## config.mk

```make
export PLATFORM = sky130hd
export DESIGN_NAME = multicycle_controller
export DESIGN_NICKNAME = d
export VERILOG_FILES = /design/src/rtl/arm_multicycle_pkg.sv /design/src/rtl/multicycle_controller_condition_check.sv /design/src/rtl/multicycle_controller.sv
export SDC_FILE = /design/constraint.sdc
export NUM_CORES = 1
export LEC_CHECK = 0
export BUFFER_PORTS_ARGS = -buffer_cell sky130_fd_sc_hd__buf_2
export CORE_ASPECT_RATIO = 1.1
export CORE_MARGIN = 8
export CORE_UTILIZATION = 49
export CTS_CLUSTER_SIZE = 24
export DETAILED_ROUTE_END_ITERATION = 8
export PLACE_DENSITY = 0.85
export SLEW_MARGIN = 20
export SYNTH_ARGS = -nofsm -noshare
export SYNTH_HDL_FRONTEND = slang
export SYNTH_SLANG_ARGS = --single-unit
```

## constraint.sdc

```tcl
create_clock -name clock -period 3.6 [get_ports clock]
set_input_delay 0.72 -clock clock [delete_from_list [all_inputs] [get_ports clock]]
set_output_delay 0.72 -clock clock [all_outputs]
set_load 0.02 [all_outputs]
```

## src/rtl/arm_multicycle_pkg.sv

```systemverilog
// arm_multicycle_pkg: shared types, encodings and ALU decode for the multicycle controller
package arm_multicycle_pkg;

    localparam int ALU_CTRL_W = 2;
    localparam int FLAG_W     = 4;

    typedef enum logic [3:0] {
        FETCH, DECODE, MEMADR, MEMRD, MEMWB, MEMWR, EXER, EXEI, ALUWB, BRANCH
    } state_t;

    localparam logic [ALU_CTRL_W-1:0] ALU_ADD = 2'b00;
    localparam logic [ALU_CTRL_W-1:0] ALU_SUB = 2'b01;
    localparam logic [ALU_CTRL_W-1:0] ALU_AND = 2'b10;
    localparam logic [ALU_CTRL_W-1:0] ALU_ORR = 2'b11;

    localparam logic [1:0] OP_DP  = 2'b00;
    localparam logic [1:0] OP_MEM = 2'b01;
    localparam logic [1:0] OP_BR  = 2'b10;

    localparam logic [3:0] COND_EQ = 4'b0000;
    localparam logic [3:0] COND_NE = 4'b0001;
    localparam logic [3:0] COND_CS = 4'b0010;
    localparam logic [3:0] COND_CC = 4'b0011;
    localparam logic [3:0] COND_MI = 4'b0100;
    localparam logic [3:0] COND_PL = 4'b0101;
    localparam logic [3:0] COND_VS = 4'b0110;
    localparam logic [3:0] COND_VC = 4'b0111;
    localparam logic [3:0] COND_HI = 4'b1000;
    localparam logic [3:0] COND_LS = 4'b1001;
    localparam logic [3:0] COND_GE = 4'b1010;
    localparam logic [3:0] COND_LT = 4'b1011;
    localparam logic [3:0] COND_GT = 4'b1100;
    localparam logic [3:0] COND_LE = 4'b1101;
    localparam logic [3:0] COND_AL = 4'b1110;

    typedef enum logic [1:0] {RES_ALUOUT, RES_RDATA, RES_ALU} result_src_t;
    typedef enum logic [1:0] {SRCA_RN, SRCA_PC, SRCA_ALUOUT} src_a_t;
    typedef enum logic [1:0] {SRCB_RM, SRCB_IMM, SRCB_FOUR} src_b_t;
    typedef enum logic [1:0] {IMM_DP, IMM_MEM, IMM_BR} imm_src_t;

    // Data-processing cmd field to ALU operation; unsupported commands fall back to ADD
    function automatic logic [ALU_CTRL_W-1:0] alu_decode(input logic [3:0] cmd);
        return cmd == 4'b0100 ? ALU_ADD :
               cmd == 4'b0010 ? ALU_SUB :
               cmd == 4'b0000 ? ALU_AND :
               cmd == 4'b1100 ? ALU_ORR : ALU_ADD;
    endfunction

endpackage

```

## src/rtl/multicycle_controller_condition_check.sv

```systemverilog
// condition_check: evaluates an Arm condition field against {N,Z,C,V}
module condition_check
    import arm_multicycle_pkg::*;
(
    input  logic [3:0]        cond,
    input  logic [FLAG_W-1:0] flags,
    output logic              cond_ok
);

    logic n, z, c, v;
    assign {n, z, c, v} = flags;

    // Condition table; 1111 never executes
    always_comb begin
        cond_ok = 1'b0;
        case (cond)
            COND_EQ: cond_ok = z;
            COND_NE: cond_ok = !z;
            COND_CS: cond_ok = c;
            COND_CC: cond_ok = !c;
            COND_MI: cond_ok = n;
            COND_PL: cond_ok = !n;
            COND_VS: cond_ok = v;
            COND_VC: cond_ok = !v;
            COND_HI: cond_ok = c && !z;
            COND_LS: cond_ok = !c || z;
            COND_GE: cond_ok = n == v;
            COND_LT: cond_ok = n != v;
            COND_GT: cond_ok = !z && (n == v);
            COND_LE: cond_ok = z || (n != v);
            COND_AL: cond_ok = 1'b1;
            default: cond_ok = 1'b0;
        endcase
    end

endmodule

```

## src/rtl/multicycle_controller.sv

```systemverilog
// multicycle_controller: FSM sequencing a shared-memory Armv4 datapath, with NZCV flag register
module multicycle_controller
    import arm_multicycle_pkg::*;
(
    input  logic                  clock,
    input  logic                  reset,
    input  logic [19:0]           instruction,
    input  logic [FLAG_W-1:0]     ALU_flags,
    output logic                  ir_write,
    output logic                  pc_write,
    output logic                  address_source,
    output logic                  write_memory,
    output logic                  write_register,
    output logic [1:0]            result_source,
    output logic [1:0]            ALU_source_a,
    output logic [1:0]            ALU_source_b,
    output logic [1:0]            immediate_source,
    output logic [1:0]            register_source,
    output logic [ALU_CTRL_W-1:0] ALU_control
);

    logic [3:0] cond, rd;
    logic [1:0] op;
    logic [5:0] funct;
    logic       cond_ok;
    logic       unused_rn;
    logic [ALU_CTRL_W-1:0] alu_op;
    state_t      state_q, state_d;
    logic [FLAG_W-1:0] flags_q, flags_d;

    assign cond      = instruction[19:16];
    assign op        = instruction[15:14];
    assign funct     = instruction[13:8];
    assign rd        = instruction[3:0];
    assign unused_rn = ^instruction[7:4];
    assign alu_op    = alu_decode(funct[4:1]);

    condition_check u_cond (
        .cond    (cond),
        .flags   (flags_q),
        .cond_ok (cond_ok)
    );

    // Next state and flag update; flags only move in ALUWB for S-suffixed instructions that execute
    always_comb begin
        state_d = FETCH;
        case (state_q)
            FETCH:   state_d = DECODE;
            DECODE:  state_d = op == OP_MEM ? MEMADR :
                               op == OP_DP  ? (funct[5] ? EXEI : EXER) :
                               op == OP_BR  ? BRANCH : FETCH;
            MEMADR:  state_d = funct[0] ? MEMRD : MEMWR;
            MEMRD:   state_d = MEMWB;
            EXER:    state_d = ALUWB;
            EXEI:    state_d = ALUWB;
            default: state_d = FETCH;
        endcase
        flags_d = flags_q;
        if (state_q == ALUWB && funct[0] && cond_ok) begin
            flags_d[3:2] = ALU_flags[3:2];
            if (alu_op == ALU_ADD || alu_op == ALU_SUB) flags_d[1:0] = ALU_flags[1:0];
        end
    end

    // State and flag registers; reset aborts any instruction in flight
    always_ff @(posedge clock or posedge reset) begin
        if (reset) begin
            state_q <= FETCH;
            flags_q <= '0;
        end else begin
            state_q <= state_d;
            flags_q <= flags_d;
        end
    end

    // Moore outputs per state plus IR decode; everything held low during reset
    always_comb begin
        ir_write         = 1'b0;
        pc_write         = 1'b0;
        address_source   = 1'b0;
        write_memory     = 1'b0;
        write_register   = 1'b0;
        result_source    = RES_ALUOUT;
        ALU_source_a     = SRCA_RN;
        ALU_source_b     = SRCB_RM;
        immediate_source = IMM_DP;
        register_source  = 2'b00;
        ALU_control      = ALU_ADD;
        if (!reset) begin
            case (state_q)
                FETCH: begin
                    ir_write      = 1'b1;
                    pc_write      = 1'b1;
                    ALU_source_a  = SRCA_PC;
                    ALU_source_b  = SRCB_FOUR;
                    result_source = RES_ALU;
                end
                DECODE: begin
                    ALU_source_a    = SRCA_PC;
                    ALU_source_b    = SRCB_FOUR;
                    register_source = {op == OP_MEM && !funct[0], op == OP_BR};
                end
                MEMADR: begin
                    ALU_source_b     = SRCB_IMM;
                    immediate_source = IMM_MEM;
                    ALU_control      = funct[3] ? ALU_ADD : ALU_SUB;
                end
                MEMRD: address_source = 1'b1;
                MEMWB: begin
                    result_source  = RES_RDATA;
                    write_register = cond_ok;
                end
                MEMWR: begin
                    address_source = 1'b1;
                    write_memory   = cond_ok;
                end
                EXER: ALU_control = alu_op;
                EXEI: begin
                    ALU_source_b     = SRCB_IMM;
                    immediate_source = IMM_DP;
                    ALU_control      = alu_op;
                end
                ALUWB: begin
                    write_register = cond_ok && rd != 4'd15;
                    pc_write       = cond_ok && rd == 4'd15;
                end
                BRANCH: begin
                    ALU_source_a     = SRCA_ALUOUT;
                    ALU_source_b     = SRCB_IMM;
                    immediate_source = IMM_BR;
                    result_source    = RES_ALU;
                    pc_write         = cond_ok;
                end
                default: ;
            endcase
        end
    end

endmodule

```

Word-level counts from Yosys, hierarchy flattened
Cells that the tools add are included.
{"block": "totals", "elab_cells": 96, "reg_bits": 8, "out_inout_bits": 17, "inputBits": 26}
{"block": "op_classes", "n_reduce_logical": 26, "eq_ne": 33, "mux": 34}
{"op": "equality test 4 bit, second input constant", "n": 11}
{"op": "equality test 4 x 3 -> 1 bit, second input constant", "n": 9}
{"op": "2-to-1 mux 2 bit", "n": 11}
{"op": "equality test 4 x 2 -> 1 bit, second input constant", "n": 5}
{"op": "case mux 2 bit (2 select lines)", "n": 5}
{"op": "case mux 4 bit (5 select lines)", "n": 1}
{"op": "case mux 1 bit (15 select lines)", "n": 1}
{"op": "zero test 4 bit", "n": 3}
{"op": "2-to-1 mux 4 bit", "n": 3}
{"op": "2-to-1 mux 1 bit", "n": 10}
{"op": "equality test 4 x 1 -> 1 bit, second input constant", "n": 2}
{"op": "OR reduction 2 bit", "n": 4}
{"op": "logical AND 1 bit", "n": 7}
{"op": "zero test 1 bit", "n": 5}
{"op": "equality test 2 x 1 -> 1 bit, second input constant", "n": 2}
{"op": "zero test 2 bit", "n": 2}
{"op": "inequality test 4 bit, second input constant", "n": 1}
{"op": "logical OR 1 bit", "n": 3}
{"op": "2-to-1 mux 3 bit", "n": 1}
{"op": "case mux 1 bit (3 select lines)", "n": 1}
{"op": "OR reduction 3 bit", "n": 1}
{"op": "equality test 2 bit, second input constant", "n": 1}
{"op": "case mux 1 bit (2 select lines)", "n": 1}
{"op": "AND reduction 2 bit", "n": 1}
{"op": "2 further kinds", "n": 2}

Logic depth before layout (Yosys ltp)
Gate-level depths: netlist (run 1).
{"block": "depth", "word_depth": 8, "mapped_depth": 7, "depth_no_buf": 6}

Hierarchy
From an unflattened synthesis (run 1), not the netlist that was laid out.
{"block": "unflattened", "hier_cells": 106, "area_unflattened_um2": 873.3}
{"module": "multicycle_controller", "n_inst": 1, "area_per_inst_um2": 679.4, "seq_area_each_um2": 200.2, "cells_per_inst": 78}
{"module": "condition_check", "n_inst": 1, "area_per_inst_um2": 193.9, "seq_area_each_um2": 0.0, "cells_per_inst": 28}

Worst setup path after synthesis (run 1)
OpenSTA, ideal clock, no wires.
{"block": "synth_path", "path_kind": "register to output", "startpoint": "register state_q[2]", "endpoint": "output port ALU_control[0]", "arrival_ps": 2130, "stages_incl_launch_ff": 7, "slack_ps": 750, "n_path_buf": 2, "required_time_ps": 2880, "cell_sequence": "dfrtp_1 > clkbuf_1 > or2_2 > clkbuf_1 > nor3_1 > a31oi_1 > o21ai_0"}
{"block": "synth_via", "elab_chain_cells": 4, "word_cells_on_any_way": 6, "classes_between": "eq/ne (3); mux (2); reduce/logical (1)"}
{"element": "start: declaration", "line_no": "multicycle_controller.sv:28", "rtl": "state_t state_q, state_d;"}
{"element": "start signal: assignment", "line_no": "multicycle_controller.sv:71", "rtl": "state_q <= state_d;"}
{"element": "equality test 4 x 3 -> 1 bit", "line_no": "multicycle_controller.sv:90", "rtl": "case (state_q)"}
{"element": "OR reduction 2 bit (no source line)"}
{"element": "case mux 2 bit (2 select lines) (*)", "line_no": "multicycle_controller.sv:90"}
{"element": "2-to-1 mux 2 bit (*)", "line_no": "multicycle_controller.sv:89", "rtl": "if (!reset) begin"}
{"element": "end: declaration", "line_no": "multicycle_controller.sv:19", "rtl": "output logic [ALU_CTRL_W-1:0] ALU_control"}
Mark *: on every way between the ends. The rest lies on a longest branch, timed or not.

Worst setup path after layout (run 1)
{"block": "layout_path", "startpoint": "input port instruction[18]", "endpoint": "output port write_memory"}
{"block": "layout_via", "elab_chain_cells": 4, "word_cells_on_any_way": 18, "classes_between": "eq/ne (14); mux (3); reduce/logical (1)"}
{"element": "start: declaration", "line_no": "multicycle_controller.sv:7", "rtl": "input logic [19:0] instruction,"}
{"element": "equality test 4 bit (tied with other cells)", "line_no": "multicycle_controller_condition_check.sv:16", "rtl": "case (cond)"}
{"element": "case mux 1 bit (15 select lines) (*)", "line_no": "multicycle_controller_condition_check.sv:16"}
{"element": "2-to-1 mux 1 bit (*)", "line_no": "multicycle_controller.sv:90"}
{"element": "2-to-1 mux 1 bit (*)", "line_no": "multicycle_controller.sv:89"}
{"element": "end: declaration", "line_no": "multicycle_controller.sv:12", "rtl": "output logic write_memory,"}
Marks and branches as above.

==> metrics.md, run 1 <==
| Metric | Value |
|---|---|
| Outcome | `finished, final reports clean` |
| Main area contributors after synthesis | `dfrtp_1 (23%), mux2_2 (6.4%), nor2_1 (5.2%)` |
| Netlist Area Pre-Place | `873 µm²` |
| Post-CTS setup buffer count | `0` |
| Synth unique cells | `36` |
| ANT nets after route | `0` |
| P_sw | `0.298 mW` |
| Post-DP HPWL | `1.86 mm` |
| Critical Path Sink Type | `output port` |
| Max cap viols | `0` |
| Final setup viols | `0` |
| EDFF count, synth | `0` |
| Clk network pwr share | `10.8%` |
| Post-CTS Hold Buffers | `0` |
| Placed inst area | `0.00103 mm²` |
| Total CTS buffers | `3` |
| PwrDens | `586 mW/mm²` |
| Slew Limit Headroom | `71.3%` |
| Routed Wire Length | `2.27 mm` |
| # IOs | `43` |
| Largest net degree at the start of global routing | `16` |
| Core area | `0.00172 mm²` |
| Sequential share of power | `31.8%` |
| Post_cts resized | `0` |
| Fmax | `0.341 GHz` |
| Worst Path Required | `2.88 ns` |
| GRT Util Overall | `12.9%` |
| Initial antenna violation count | `0` |
| Setup Skew | `0.00647 ns` |
| Port Buf Inserts | `38` |
| Grt ovf | `0` |
| Ratio of cells with drive above 1 in the final layout | `35.2%` |
| Finished Layout Cells | `163` |
| DR vias | `965` |
| DRC | `0` |
| Crit start category | `input port` |
| Clk root buf | `clkbuf_4` |
| Final min period | `2.93 ns` |
| Post-synth top area cell | `dfrtp_1` |
| Die area | `0.00339 mm²` |
| Area delta synth->final | `20.9%` |
| Avg Cell Area, Syn | `7.73 µm²` |
| Main synth FF type | `dfrtp_1` |
| Switching share of total power | `48.2%` |
| Final hold vios | `0` |
| Starting Density | `50.7%` |
| FFs w/ async S/R, synth | `100%` |
| GP Congestion | `0.833` |
| CTS Sinks | `8` |
| CTS tree | `done` |
| Max Buffers Root-to-Sink | `2` |
| Worst min path class | `in2async` |
| Number of diodes | `0` |
| DR pass1 iterations | `4` |
| RSZ-0062 raised after global routing | `false` |
| Power Total | `0.619 mW` |
| Post-route design area | `0.00106 mm²` |
| Post-synth top area share | `22.9%` |
| Critical path arrival | `2.21 ns` |
| Combinational fraction of design power | `57.4%` |
| Rows | `16` |
| Sequential-to-total area share from yosys stat | `22.9%` |
| Crit Path Max Fanout | `10` |
| CTS H-tree lvls | `1` |
| Post-DR wirelength/cell | `13.9 µm` |
| Die height | `60.3 µm` |
| Final #Nets | `173` |
| Vias/cell | `5.92` |
| Worst R2R Setup Slack | `1.54 ns` |
| Dpl cells | `160` |
| Synth Warn # | `0` |
| Syn nets | `139` |
| Pint | `0.321 mW` |
| Die width | `56.3 µm` |
| First-pass GRT wire length | `3.68 mm` |
| Clock latency on the worst-skew pair | `0.25 ns` |
| Cells after synthesis | `113` |
| Count leader, synth | `nor2_1` |
| Register bit count reported by yosys | `8` |
| Vias in the first global route | `908` |
| Top post-synthesis cells by count | `nor2_1 (12), a21oi_1 (8), dfrtp_1 (8), nand2b_1 (7), nor3b_1 (6)` |
| CTS clk-pin slew, worst paths | `0.05 ns` |
| Fin. max-slew vios | `0` |
| Post-Route Setup TNS | `0 ns` |
| Maximum vdd ir drop | `332 µV` |
| Worst Path Class, Setup | `in2out` |
| Leakage | `0.508 nW` |
| Worst-Margin Slew | `0.430 ns` |
| Fin crit share | `81.5%` |
| Initial DRC count | `29` |
## state kept, by name, indices dropped and copies added (netlist names)
register  cells
flags_q       4
state_q       4
## path summary, 6_finish.rpt
path                                   startpoint                endpoint  cells after the start
min reg2reg                  state_q[0]$_DFF_PP0_    state_q[0]$_DFF_PP0_                      1
max in group asynchronous                   reset  flags_q[0]$_DFFE_PP0P_                      2
min                                         reset    state_q[3]$_DFF_PP0_                      2
max reg2reg                flags_q[3]$_DFFE_PP0P_  flags_q[0]$_DFFE_PP0P_                      6
max                               instruction[18]            write_memory                      7
min in group clock           state_q[0]$_DFF_PP0_    state_q[0]$_DFF_PP0_                      1
## routing by layer
| metal | GRT usage (%) | wire length, µm | vias up |
|---|---|---|---|
| li1 | - | - | 481 |
| met1 | 14.2 | 918 | 447 |
| met2 | 23.8 | 1210 | 35 |
| met3 | 2.55 | 125 | 2 |
| met4 | 5.15 | 19 | 0 |
| met5 | 0 | 0 | - |
## cell families (layout without fill, tap and decap cells)
kind of cell	Yosys count	in the layout	synth area share (%)
AND/OR/NAND/NOR	58	58	39.7
buffers and inverters	13	45	7.74
flip-flops	8	8	22.9
AO/OA/AOI/OAI	25	25	19.1
XOR/XNOR	3	3	3.01
multiplexers	6	6	7.59
## cells in the final DEF, fill, tap and decap left out, types with 2 or more instances in the layout
| master | instances |
|---|---|
| nand4_1 | 3 |
| nor2b_1 | 4 |
| or3_1 | 4 |
| nand2_1 | 5 |
| or2_2 | 2 |
| xnor2_1 | 3 |
| clkbuf_4 | 3 |
| inv_1 | 4 |
| nor3_1 | 5 |
| a31oi_1 | 2 |
| buf_2 | 38 |
| a21oi_1 | 8 |
| nand2b_1 | 7 |
| nor2_1 | 12 |
| nor3b_1 | 6 |
| o21ai_0 | 5 |
| mux2_2 | 5 |
| o22ai_1 | 3 |
| and3b_1 | 3 |
| dfrtp_1 | 8 |
## power groups by stage
stage,clock network [mW],logic (mW),registers (mW)
detailed placement,0,0.355,0.197
floorplan,0,0.319,0.153
global route,0.0727,0.390,0.210
CTS,0.0691,0.357,0.195
finish,0.0668,0.355,0.197
global placement,0,0.344,0.194
## metrics by stage
step           setup slack (ns)  utilization [%]  hold WS (ns)
3_3_place_gp              0.692             60.0         0.532
5_1_grt                   0.574             61.3         0.511
6_report                  0.667             61.3         0.495
4_1_cts                   0.664             61.3         0.496
2_1_floorplan             0.750                -         0.493
3_5_place_dp              0.665             60.0         0.554
## critical path, stage by stage
cell,delay [ns]
buf_2,0.16
and4bb_2,0.26
o31a_1,0.29
o31ai_2,0.25
o2111ai_2,0.18
and3b_1,0.20
buf_2,0.16
## cell type report
type / count / area (µm²)
repair buffers: 38 / 190
inverters: 4 / 15.0
clock buffers: 3 / 22.5
multi-input cells: 92 / 606
fillers: 169 / 666
well taps: 18 / 22.5
flip-flops and latches: 8 / 200
No activity file was read; power rests on OpenSTA's default activity.
==> inputs of run 2 (changes only) <==
--- a/config.mk
+++ b/config.mk
@@ -8,10 +8,10 @@
 export BUFFER_PORTS_ARGS = -buffer_cell sky130_fd_sc_hd__buf_2
 export CORE_ASPECT_RATIO = 1.1
 export CORE_MARGIN = 8
-export CORE_UTILIZATION = 49
+export CORE_UTILIZATION = 45
 export CTS_CLUSTER_SIZE = 24
 export DETAILED_ROUTE_END_ITERATION = 8
-export PLACE_DENSITY = 0.85
+export PLACE_DENSITY = 0.79
 export SLEW_MARGIN = 20
 export SYNTH_ARGS = -nofsm -noshare
 export SYNTH_HDL_FRONTEND = slang
==> constraint.sdc (replaced) <==
create_clock -name clock -period 2.9 [get_ports clock]
set_input_delay 0.58 -clock clock [delete_from_list [all_inputs] [get_ports clock]]
set_output_delay 0.58 -clock clock [all_outputs]
set_load 0.02 [all_outputs]
==> run 2 against run 1 <==
  * Sequential share of layout area did not move
  * Cell area is the same
  * Largest power group unchanged
  * Highest routed layer unchanged
  * Clock skew fell by 0.0049 ns
==> metrics.md, run 2 (synthesis results as in run 1) <==
| Metric | Value |
|---|---|
| Number of diodes | `0` |
| Biggest regs | `flags_q x4, state_q x4` |
| Worst Path Required | `2.32 ns` |
| Post-CTS setup buffer count | `0` |
| Setup Skew | `0.00154 ns` |
| Vias/cell | `5.67` |
| Sequential share of power | `32.2%` |
| DR pass1 iterations | `4` |
| Core area | `0.00180 mm²` |
| Initial DRC count | `11` |
| Critical path arrival | `2.08 ns` |
| Die height | `62.2 µm` |
| CTS tree | `done` |
| Total CTS buffers | `3` |
| Post-DP HPWL | `1.90 mm` |
| Pint | `0.398 mW` |
| Combinational fraction of design power | `57.2%` |
| Worst Path Class, Setup | `reg2out` |
| Fin. max-slew vios | `0` |
| Fmax | `0.375 GHz` |
| Rows | `16` |
| Slew Limit Headroom | `70.0%` |
| Post_cts resized | `0` |
| RR Startpoint | `flags_q[3]$_DFFE_PP0P_` |
| R2R depth | `6` |
| Area of the multi-input gates | `606 µm²` |
| Setup crit start | `flags_q[3]$_DFFE_PP0P_` |
| Routed Wire Length | `2.38 mm` |
| Register area | `200 µm²` |
| Final hold vios | `0` |
| Die area | `0.00361 mm²` |
| Clock latency on the worst-skew pair | `0.25 ns` |
| DR vias | `924` |
| Final hold slack | `0.365 ns` |
| Clk root buf | `clkbuf_4` |
| Area delta synth->final | `20.9%` |
| Starting Density | `48.5%` |
| Max cap viols | `0` |
| Crit Path Max Fanout | `9` |
| Die width | `58.0 µm` |
| ANT nets after route | `0` |
| Port Buf Inserts | `38` |
| Final setup viols | `0` |
| Commonest non-fill, non-tap cells in the layout | `buf_2 (38), nor2_1 (12), a21oi_1 (8), dfrtp_1 (8), nand2b_1 (7)` |
| First-pass GRT wire length | `3.84 mm` |
| Ratio of cells with drive above 1 in the final layout | `35.2%` |
| RSZ-0062 raised after global routing | `false` |
| CTS H-tree lvls | `1` |
| Max Buffers Root-to-Sink | `2` |
| Clk network pwr share | `10.6%` |
| Largest net degree at the start of global routing | `16` |
| Worst-Margin Slew | `0.450 ns` |
| Grt ovf | `0` |
| Commonest non-fill, non-tap cell in the layout | `buf_2` |
| FILL cells | `174` |
| CTS Sinks | `8` |
| PwrDens | `731 mW/mm²` |
| Fin crit share | `91.9%` |
| Leakage | `0.508 nW` |
| Worst min path class | `in2async` |
| # IOs | `43` |
| Core Util, Final | `58.6%` |
| Critical Path Sink Type | `output port` |
| GP Congestion | `0.817` |
| CTS clk-pin slew, worst paths | `0.05 ns` |
| Final #Nets | `173` |
| Vias in the first global route | `920` |
| Initial antenna violation count | `0` |
| Crit start category | `register` |
| Maximum vdd ir drop | `412 µV` |
| DRC | `0` |
| Post-CTS Hold Buffers | `0` |
| Switching share of total power | `48.4%` |
| Post-DR wirelength/cell | `14.6 µm` |
| GRT Util Overall | `12.7%` |
| Outcome | `finished, final reports clean` |
| P_sw | `0.374 mW` |
| Final min period | `2.66 ns` |
| Post-Route Setup TNS | `0 ns` |
## run 2: cell counts in the layout (fill, tap and decap cells not counted)
Identical to the previous run, type by type.
## run 2: cell type report
class | instances | area share [%]
Clock buffer | 3 | 2.13
Inverter | 4 | 1.42
Multi-Input combinational cell | 92 | 57.3
Timing Repair Buffer | 38 | 18.0
Tap cell | 18 | 2.13
Sequential cell | 8 | 19.0
## run 2: power by group through the flow
stage / clock network, mW / registers (mW) / logic (mW)
4_1_cts: 0.0850 / 0.246 / 0.444
3_5_place_dp: 0 / 0.247 / 0.442
5_1_grt: 0.0907 / 0.259 / 0.484
2_1_floorplan: 0 / 0.191 / 0.396
3_3_place_gp: 0 / 0.243 / 0.429
6_report: 0.0817 / 0.248 / 0.442
## run 2: stage by stage
step                worst slack, ns  power, mW  std cells  area (µm²)
floorplan                     0.190      0.586        113         873
global placement              0.265      0.672        160        1030
detailed placement            0.246      0.689        160        1030
CTS                           0.237      0.775        163        1060
global route                 0.0786      0.834        163        1060
finish                        0.236      0.772        163        1060
## run 2: path summary, 6_finish.rpt
kind	end	slack, ns
max in group asynchronous	flags_q[1]$_DFFE_PP0P_	2.31
min in group clock	state_q[0]$_DFF_PP0_	0.55
worst max-delay path	write_memory	0.24
worst min register to register	state_q[0]$_DFF_PP0_	0.55
worst max register to register	flags_q[1]$_DFFE_PP0P_	0.79
worst min-delay path	state_q[2]$_DFF_PP0_	0.36
## run 2: worst max-delay path, cell delays in order, from the launching register on
cell	delay (ns)
dfrtp_1	0.48
and4bb_1	0.25
o31a_1	0.30
o31ai_2	0.26
o2111ai_2	0.19
and3b_1	0.21
buf_2	0.15
## run 2: metal layers
metal  vias up  GRT usage [%]  share of wire [%]
met5         -              0                  0
met4         0           4.60               0.42
met3         2           3.91                6.3
met2        26           22.9                 50
met1       420           13.1                 43
li1        476              -                  -
==> inputs of run 3 (changes only) <==
--- a/config.mk
+++ b/config.mk
@@ -5,13 +5,14 @@
 export SDC_FILE = /design/constraint.sdc
 export NUM_CORES = 1
 export LEC_CHECK = 0
+export ABC_AREA = 1
 export BUFFER_PORTS_ARGS = -buffer_cell sky130_fd_sc_hd__buf_2
 export CORE_ASPECT_RATIO = 1.1
 export CORE_MARGIN = 8
-export CORE_UTILIZATION = 45
+export CORE_UTILIZATION = 44
 export CTS_CLUSTER_SIZE = 24
 export DETAILED_ROUTE_END_ITERATION = 8
-export PLACE_DENSITY = 0.79
+export PLACE_DENSITY = 0.78
 export SLEW_MARGIN = 20
 export SYNTH_ARGS = -nofsm -noshare
 export SYNTH_HDL_FRONTEND = slang
==> run 3 against run 2 <==
  * Sequential share of layout area up 0.16 points
  * Non-clock buffer count unchanged
  * Highest routed layer unchanged
  * Critical endpoint is now pc_write
  * Register-to-register slack better by 0.67 ns
  * Via count up 11%
  * Total power down 4.7%
  * Largest cell class unchanged
  * Cell area down 0.83%
==> metrics.md, run 3 <==
| Metric | Value |
|---|---|
| Outcome | `finished, final reports clean` |
| Avg Cell Area, Syn | `5.88 µm²` |
| Final hold vios | `0` |
| Commonest non-fill, non-tap cells in the layout | `buf_2 (38), nand2_1 (33), inv_1 (25)` |
| Post-route design area | `0.00105 mm²` |
| Rows | `16` |
| Worst path slowest cell | `buf_2` |
| Fin crit share | `79.8%` |
| Worst-Margin Slew | `0.421 ns` |
| Fmax | `0.432 GHz` |
| Number of diodes | `0` |
| FILL cells | `199` |
| Vias in the first global route | `994` |
| CTS tree | `done` |
| Initial antenna violation count | `0` |
| Biggest regs | `flags_q x4, state_q x4` |
| Worst Path Required | `2.32 ns` |
| Port Buf Inserts | `38` |
| CP most frequent cell | `nand2_1` |
| Post-DR wirelength/cell | `12.2 µm` |
| Grt ovf | `0` |
| Post-synth top area cell | `dfrtp_1` |
| DRC | `0` |
| Syn nets | `166` |
| DR vias | `1027` |
| # IOs | `43` |
| Maximum vdd ir drop | `386 µV` |
| Placed inst area | `0.00102 mm²` |
| Post-DP HPWL | `2.09 mm` |
| Starting Density | `46.2%` |
| EDFF count, synth | `0` |
| Post-synth top area share | `24.3%` |
| Die height | `61.4 µm` |
| Clk root buf | `clkbuf_4` |
| Post-Route Setup TNS | `0 ns` |
| Slew Limit Headroom | `71.7%` |
| GRT Util Overall | `14.0%` |
| Final min period | `2.31 ns` |
| FFs w/ async S/R, synth | `100%` |
| Vias/cell | `5.21` |
| Worst min path class | `in2async` |
| Worst Path Class, Setup | `in2out` |
| RSZ-0062 raised after global routing | `false` |
| DR pass1 iterations | `4` |
| CTS H-tree lvls | `1` |
| Post-CTS Hold Buffers | `0` |
| CP cell instances | `buf_2 > inv_1 > nor2_1 > nand2_1 > nand2_1 > nand2_1 > nand3_1 > nor2_1 > nand2_4 > nand2_2 > o21ai_2 > buf_2` |
| Area delta synth->final | `27.2%` |
| Largest net degree at the start of global routing | `13` |
| Critical path arrival | `1.73 ns` |
| Crit start category | `input port` |
| Critical Path Sink Type | `output port` |
| Commonest non-fill, non-tap cell in the layout | `buf_2` |
| ANT nets after route | `0` |
| Max cap viols | `0` |
| Synth Warn # | `0` |
| Ratio of cells with drive above 1 in the final layout | `30.2%` |
| Worst path max stage delay | `0.18 ns` |
| Main area contributors after synthesis | `dfrtp_1 (24%), nand2_1 (15%), inv_1 (11%)` |
| Cells after synthesis | `140` |
| Synth unique cells | `25` |
| PwrDens | `702 mW/mm²` |
| Die area | `0.00351 mm²` |
| Leakage | `0.598 nW` |
| Total CTS buffers | `3` |
| Clock latency on the worst-skew pair | `0.25 ns` |
| Register bit count reported by yosys | `8` |
| CTS Sinks | `8` |
| Core area | `0.00178 mm²` |
| Post_cts resized | `0` |
| CTS clk-pin slew, worst paths | `0.05 ns` |
| Crit Path Max Fanout | `7` |
| Routed Wire Length | `2.41 mm` |
| Fin. max-slew vios | `0` |
| Count leader, synth | `nand2_1` |
| Top post-synthesis cells by count | `nand2_1 (33), inv_1 (25), nor2_1 (21), nand3_1 (12), dfrtp_1 (8)` |
| Netlist Area Pre-Place | `823 µm²` |
| Setup Skew | `0.00386 ns` |
| Final setup viols | `0` |
| Initial DRC count | `19` |
| Post-CTS setup buffer count | `0` |
| Sequential-to-total area share from yosys stat | `24.3%` |
| Final #Nets | `207` |
| Main synth FF type | `dfrtp_1` |
| Max Buffers Root-to-Sink | `2` |
| Die width | `57.2 µm` |
| GP Congestion | `0.822` |
| First-pass GRT wire length | `3.92 mm` |
-- run 3: cell count changes after synthesis, sizes merged, moves of 5 or more --
cell	previous run	this run
clkbuf	5	0
inv	4	27
mux2	5	0
nand2	5	38
nand2b	7	0
nand3	1	13
nor2	12	23
nor3b	6	0
-- run 3: final timing paths --
kind / start / end / slack [ns] / cells past startpoint
worst max register to register: state_q[1]$_DFF_PP0_ / flags_q[1]$_DFFE_PP0P_ / 1.46 / 6
min in group clock: flags_q[1]$_DFFE_PP0P_ / flags_q[1]$_DFFE_PP0P_ / 0.51 / 2
worst min register to register: flags_q[1]$_DFFE_PP0P_ / flags_q[1]$_DFFE_PP0P_ / 0.51 / 2
max in group asynchronous: reset / state_q[1]$_DFF_PP0_ / 2.24 / 2
worst max-delay path: instruction[16] / pc_write / 0.59 / 12
worst min-delay path: reset / flags_q[0]$_DFFE_PP0P_ / 0.39 / 2
-- run 3: kinds of logic after synthesis --
family | Yosys count | synth area share [%]
buf+inv | 29 | 13.7
compound gates | 16 | 12.3
flops | 8 | 24.3
simple gates | 87 | 49.7
-- run 3: layout make-up --
type	count	area, µm²	area share, %
timing repair buffer	38	190	18.2
tap	18	22.5	2.15
inverter	27	101	9.68
multi-input combinational	103	510	48.7
sequential	8	200	19.1
clock buffer	3	22.5	2.15
-- run 3: through the flow --
step	power [mW]	std cells	util [%]	worst slack, ns	hold WS (ns)
floorplan	0.518	140	-	0.805	0.420
global placement	0.631	194	57.5	0.618	0.490
detailed placement	0.648	194	57.5	0.587	0.508
CTS	0.737	197	58.8	0.588	0.400
global route	0.806	197	58.8	0.460	0.429
finish	0.736	197	58.8	0.586	0.393
-- run 3: report_power, final --
part,internal (mW),leakage [nW],switching [mW]
Combinational,0.140,0.479,0.298
Sequential,0.154,0.105,0.0587
Clock,0.0473,0.0138,0.0372
-- run 3: worst max-delay path, delay by kind of cell --
family | cells | cell delay, ns
and+or+nand+nor | 8 | 0.67
buffers and inverters | 3 | 0.36
AOI/OAI and AO/OA | 1 | 0.14
-- run 3: per-layer routing --
metal	track usage [%]	vias to the layer above	part of all wire, %
met3	4.18	2	4.1
met1	12.7	478	38
li1	-	526	-
met4	3.21	0	0.33
met2	29.8	21	57
met5	0	-	0
